File: src/rtl/aurora_pkg.sv
// aurora_pkg: shared Aurora TX datapath types and default constants
package aurora_pkg;

    localparam int AXI_DATA_SIZE = 32;
    localparam int CC_PERIOD_DEF = 10000;
    localparam int CC_LEN_DEF    = 12;

    typedef enum logic [1:0] {
        IDLE,
        RUN,
        CC
    } tx_buf_state_t;

endpackage

File: src/rtl/sync_fifo.sv
// sync_fifo: single-clock FIFO with flush and occupancy count
//   clk, rst          : clock, synchronous active-high reset
//   flush_i           : empties the FIFO at the next edge (overrides push/pop)
//   push_i / din_i    : write request and data (ignored when full)
//   pop_i / dout_o    : read request and head-of-queue data (ignored when empty)
//   full_o, empty_o   : occupancy flags
//   level_o           : entries held, 0..DEPTH
module sync_fifo #(
    parameter int WIDTH = 8,
    parameter int DEPTH = 16
) (
    input  logic                     clk,
    input  logic                     rst,
    input  logic                     flush_i,
    input  logic                     push_i,
    input  logic                     pop_i,
    input  logic [WIDTH-1:0]         din_i,
    output logic [WIDTH-1:0]         dout_o,
    output logic                     full_o,
    output logic                     empty_o,
    output logic [$clog2(DEPTH):0]   level_o
);

    localparam int AW = $clog2(DEPTH);

    if (DEPTH < 4 || (DEPTH & (DEPTH - 1)) != 0) begin : g_bad_depth
        $error("sync_fifo: DEPTH must be a power of two >= 4");
    end

    logic [WIDTH-1:0] mem_q [DEPTH];
    logic [AW:0]      wptr_q, wptr_d, rptr_q, rptr_d;
    logic             wr, rd;

    // Pointers carry one extra wrap bit so full and empty are distinguishable.
    assign level_o = wptr_q - rptr_q;
    assign full_o  = level_o == (AW + 1)'(DEPTH);
    assign empty_o = wptr_q == rptr_q;
    assign wr      = push_i && !full_o;
    assign rd      = pop_i && !empty_o;
    assign dout_o  = mem_q[rptr_q[AW-1:0]];
    assign wptr_d  = flush_i ? '0 : wptr_q + (AW + 1)'(wr);
    assign rptr_d  = flush_i ? '0 : rptr_q + (AW + 1)'(rd);

    always_ff @(posedge clk) begin
        if (rst) begin
            wptr_q <= '0;
            rptr_q <= '0;
        end else begin
            wptr_q <= wptr_d;
            rptr_q <= rptr_d;
        end
    end

    always_ff @(posedge clk) begin
        if (wr) mem_q[wptr_q[AW-1:0]] <= din_i;
    end

endmodule

File: src/rtl/tx_stream_buffer.sv
// tx_stream_buffer: Aurora TX ingress buffer between user AXI4-Stream and lane data controller
//   clk, rst                     : clock, synchronous active-high reset
//   channel_init_finished        : channel up; low flushes the buffer and returns to IDLE
//   s_axis_tvalid/tready/tlast/tdata : user stream with backpressure
//   axi_valid/axi_last/axi_data  : registered, unbackpressured output beats
//   cc_active                    : clock-compensation window in progress
//   fifo_level                   : buffer occupancy
// Build option: define AURORA_TX_CC_EN to enable periodic clock-compensation
// windows (CC_PERIOD RUN clocks, then CC_LEN CC clocks); otherwise cc_active is 0.
module tx_stream_buffer
    import aurora_pkg::*;
#(
    parameter int DEPTH     = 16,
    parameter int CC_PERIOD = CC_PERIOD_DEF,
    parameter int CC_LEN    = CC_LEN_DEF
) (
    input  logic                      clk,
    input  logic                      rst,
    input  logic                      channel_init_finished,
    input  logic                      s_axis_tvalid,
    output logic                      s_axis_tready,
    input  logic                      s_axis_tlast,
    input  logic [AXI_DATA_SIZE-1:0]  s_axis_tdata,
    output logic                      axi_valid,
    output logic                      axi_last,
    output logic [AXI_DATA_SIZE-1:0]  axi_data,
    output logic                      cc_active,
    output logic [$clog2(DEPTH):0]    fifo_level
);

    localparam int FW = AXI_DATA_SIZE + 1;

    if (CC_PERIOD < 1 || CC_LEN < 1) begin : g_bad_cc
        $error("tx_stream_buffer: CC_PERIOD and CC_LEN must be >= 1");
    end

    tx_buf_state_t           state_q, state_d;
    logic                    full, empty, push, pop, cc_block, flush;
    logic [FW-1:0]           head;
    logic                    valid_q, last_q;
    logic [AXI_DATA_SIZE-1:0] data_q;

    assign flush         = !channel_init_finished;
    assign s_axis_tready = !full && state_q != IDLE;
    assign push          = s_axis_tvalid && s_axis_tready;
    // Gating with init keeps axi_valid low on the edge that flushes the buffer.
    assign pop           = !empty && state_q == RUN && !cc_block && channel_init_finished;

`ifdef AURORA_TX_CC_EN
    localparam int CW = $clog2((CC_PERIOD > CC_LEN ? CC_PERIOD : CC_LEN) + 1);

    logic [CW-1:0] cnt_q, cnt_d;

    // One counter serves both phases: RUN clocks until a window, then window clocks.
    always_comb begin
        state_d = state_q;
        cnt_d   = '0;
        if (!channel_init_finished) state_d = IDLE;
        else if (state_q == IDLE) state_d = RUN;
        else if (state_q == RUN) begin
            if (cnt_q == CW'(CC_PERIOD - 1)) state_d = CC;
            else cnt_d = cnt_q + 1'b1;
        end else if (cnt_q == CW'(CC_LEN - 1)) state_d = RUN;
        else cnt_d = cnt_q + 1'b1;
    end

    // Look ahead so no beat is registered into the first window cycle.
    assign cc_block  = state_d == CC;
    assign cc_active = state_q == CC;

    always_ff @(posedge clk) begin
        if (rst) cnt_q <= '0;
        else cnt_q <= cnt_d;
    end
`else
    always_comb state_d = channel_init_finished ? RUN : IDLE;

    assign cc_block  = 1'b0;
    assign cc_active = 1'b0;
`endif

    sync_fifo #(
        .WIDTH (FW),
        .DEPTH (DEPTH)
    ) u_fifo (
        .clk     (clk),
        .rst     (rst),
        .flush_i (flush),
        .push_i  (push),
        .pop_i   (pop),
        .din_i   ({s_axis_tlast, s_axis_tdata}),
        .dout_o  (head),
        .full_o  (full),
        .empty_o (empty),
        .level_o (fifo_level)
    );

    always_ff @(posedge clk) begin
        if (rst) begin
            state_q <= IDLE;
            valid_q <= 1'b0;
            last_q  <= 1'b0;
            data_q  <= '0;
        end else begin
            state_q <= state_d;
            valid_q <= pop;
            if (pop) {last_q, data_q} <= head;
        end
    end

    assign axi_valid = valid_q;
    assign axi_last  = last_q;
    assign axi_data  = data_q;

endmodule
File: config.mk
export PLATFORM = sky130hd
export DESIGN_NAME = tx_stream_buffer
export DESIGN_NICKNAME = d
export VERILOG_FILES = /design/src/rtl/aurora_pkg.sv /design/src/rtl/sync_fifo.sv /design/src/rtl/tx_stream_buffer.sv
export SDC_FILE = /design/constraint.sdc
export NUM_CORES = 1
export LEC_CHECK = 0
export ABC_AREA = 1
export BUFFER_PORTS_ARGS = -buffer_cell sky130_fd_sc_hd__clkbuf_2
export CORE_MARGIN = 2
export CORE_UTILIZATION = 60
export CTS_BUF_LIST = sky130_fd_sc_hd__clkbuf_2
export CTS_CLUSTER_SIZE = 16
export DETAILED_ROUTE_END_ITERATION = 16
export HOLD_SLACK_MARGIN = 0.06
export PLACE_DENSITY = 0.76
export SETUP_SLACK_MARGIN = 0.5
export SYNTH_ARGS = -nofsm -noshare
export SYNTH_HDL_FRONTEND = slang
export SYNTH_SLANG_ARGS = --single-unit
File: constraint.sdc
create_clock -name clk -period 4.3 [get_ports clk]
set_clock_uncertainty 0.15 [all_clocks]
set_input_delay 0.645 -clock clk [delete_from_list [all_inputs] [get_ports clk]]
set_output_delay 0.645 -clock clk [all_outputs]
set_load 0.05 [all_outputs]
==> impl_metrics.ini <==
[global_routing]
grt_use_total_pct = 28.2
grt_antenna_before_repair = 2
grt_overflow = 0
grt_max_degree = 168
grt_pass1_vias = 15700
grt_pass1_wl_um = 86100

[setup_path]
required_ns = 4.78
r2r-end = u_fifo.mem_q[14][31]
reg2regPathDepth = 11
critPathMaxFanout = 33
worst-endpoint-arrival_ns = 4.11
rrSetupSlack_ns = 0.67
rr_startpoint = u_fifo.wptr_q[0]
start_kind = flip-flop
end_kind = flip-flop
path_class = reg -> reg

[synth]
ys_warn_count = 0
ys_seq_area_share_pct = 72.3
syn_inst = 2102
synth_cell_type_count = 23
synth_area_mm2 = 0.0232
syn_nets = 2148
ys_ff_latch = 573
avgSynthCellArea_um2 = 11.0

[min_path]
min_to = axi_valid
min_from = rst
min_path_type = in -> reg
min_delay_path_depth = 3

[timing]
worst_pin_slew_ns = 1.29
post-route-period-util_pct = 84.4
slew-limit-headroom_pct = 14.0
slew_violations = 0
grt_setup_unrepaired = no
hold_violations = 0
tns_ns = 0
fmax_mhz = 276
finalCriticalPeriod_ns = 3.63
setup_violations = 0

[final_layout]
filler_cell_count = 2789
layout_commonest_cell = nand2_1
drive_gt1_share_pct = 15.2
nets = 2317
most-common-layout-cells = 794 x nand2_1, 528 x edfxtp_1, 285 x clkbuf_2
areaGrowthSynthToFinish_pct = 11.5

[clock_tree]
htreeDepth = 4
cts.path.max_buffers = 3
clkSinkCount = 573
clkTransAtPathRegs_ns = 0.08
numCtsBuffers = 139
cts_tree = built
root_buffer = clkbuf_2
clk_latency_ns = 1.09

[route]
viasPerCell = 5.55
drc = 0
drt-initial-drc-count = 1942
drt_wl_total_um = 56200
postRouteAntennaNets = 0
vias = 16000
wl_per_cell_um = 19.4
drtPass1Iterations = 5

[placed_design]
port_buffers = 76
gp_congestion = 0.826
hpwl_um = 26000

[die]
die-area_mm2 = 0.0402
row_count = 71
die_y_um = 201
die_w_um = 201
start_util_pct = 61.2
io_pins = 78
core_mm2 = 0.0378

[power_and_ir_drop]
peakVddDrop_mv = 0.223
power_mw = 10.0
powerDensity_mw_per_mm2 = 388
cellLeakagePower_nw = 10.2

[flow_run]
cap_violations = 0

[run_status]
status = finished, final reports clean
-- cell type report --
class	instances	area, µm²	area share (%)
timing repair buffer	143	1030	3.97
multi-input combinational	1321	5700	22.0
sequential	573	16800	64.9
clock inverter	35	304	1.18
tap	511	639	2.47
clock buffer	210	1050	4.07
antenna	2	5.00	0.0194
inverter	93	357	1.38
-- synth_stat cells --
| master | instances | share of area (%) |
|---|---|---|
| inv_2 | 2 | 0.032 |
| a21oi_2 | 1 | 0.038 |
| nand2_1 | 795 | 13 |
| and2_1 | 1 | 0.027 |
| fa_1 | 1 | 0.086 |
| dfxtp_1 | 45 | 3.9 |
| clkbuf_1 | 35 | 0.57 |
| edfxtp_1 | 528 | 68 |
| ha_1 | 8 | 0.43 |
| buf_4 | 4 | 0.13 |
| conb_1 | 1 | 0.016 |
| xnor2_1 | 3 | 0.11 |
| nor2_1 | 130 | 2.1 |
| inv_1 | 88 | 1.4 |
| clkinv_1 | 3 | 0.049 |
| nand3_1 | 237 | 5.1 |
| buf_2 | 55 | 1.2 |
| o21ai_0 | 69 | 1.5 |
| a21oi_1 | 72 | 1.6 |
| buf_1 | 21 | 0.34 |
| nand3b_1 | 1 | 0.032 |
| o21a_1 | 1 | 0.032 |
| nand3_2 | 1 | 0.043 |
-- cell families after synthesis --
| family | share of synthesized area, % |
|---|---|
| simple gates | 20.2 |
| flops | 72.3 |
| other cells | 0.0162 |
| fa+ha+maj | 0.518 |
| buf+inv | 3.73 |
| xor+xnor | 0.113 |
| compound gates | 3.12 |
-- worst max-delay path, stage by stage (launching register included) --
cell	delay, ns
dfxtp_4	0.37
inv_1	0.06
ha_2	0.19
fa_2	0.40
buf_4	0.15
xnor2_2	0.15
nor2_1	0.06
nand3_1	0.11
nand3_2	0.56
buf_4	0.42
nor2_4	0.08
buf_4	0.54
-- through the flow --
step | cell area (µm²) | cells | hold slack, ns | worst slack [ns] | utilization, %
after floorplan | 23300 | 2102 | 0.308 | 0.673 | -
after global placement | 24100 | 2605 | 0.338 | 0.680 | 63.7
after detailed placement | 24100 | 2605 | 0.345 | 0.592 | 63.7
after CTS | 25800 | 2885 | 0.0869 | 0.530 | 68.2
after global routing | 25900 | 2888 | 0.0956 | 0.498 | 68.3
final | 25900 | 2888 | 0.179 | 0.671 | 68.3
-- power by group --
part	internal (mW)	switching (mW)	total, mW
clock	1.65	2.10	3.75
combinational	0.0519	0.137	0.189
sequential	6.08	0.00467	6.09
-- worst max path at each step --
stage / start / end / slack (ns) / cells after the start
6_report: u_fifo.wptr_q[0] / u_fifo.mem_q[14][31] / 0.67 / 11
5_1_grt: u_fifo.wptr_q[0] / s_axis_tready / 0.50 / 10
4_1_cts: u_fifo.wptr_q[0] / s_axis_tready / 0.53 / 10
3_5_place_dp: u_fifo.wptr_q[0] / u_fifo.mem_q[14][22] / 0.59 / 11
3_3_place_gp: u_fifo.wptr_q[0] / u_fifo.mem_q[15][28] / 0.68 / 11
2_1_floorplan: u_fifo.rptr_q[2] / u_fifo.mem_q[0][0] / 0.67 / 9
-- per-layer routing --
layer / vias up / routed length, µm / share of wire (%) / global-route usage, %
li1: 7512 / - / - / -
met1: 7535 / 21700 / 39 / 37.7
met2: 880 / 27500 / 49 / 45.7
met3: 107 / 5770 / 10 / 5.86
met4: 0 / 1250 / 2.2 / 11.2
met5: - / 0 / 0 / 0
-- repair_timing --
| item | in CTS | in global routing |
|---|---|---|
| hold buffers | 35 | 0 |
| buffers inserted | 0 | 1 |
| endpoints found under the hold margin | 540 | 0 |
| gates resized for setup | 3 | 6 |
| endpoints found under the setup margin | 1 | 1 |
| pin swaps | 0 | 1 |
-- flip-flops by register name, summed over array words and instances (netlist names) --
signal and count:
axi_last 1, axi_valid 1, u_fifo.rptr_q 5, u_fifo.wptr_q 5, u_fifo.mem_q 528, axi_data 32, state_q 1
No activity file was read; power rests on OpenSTA's default activity.
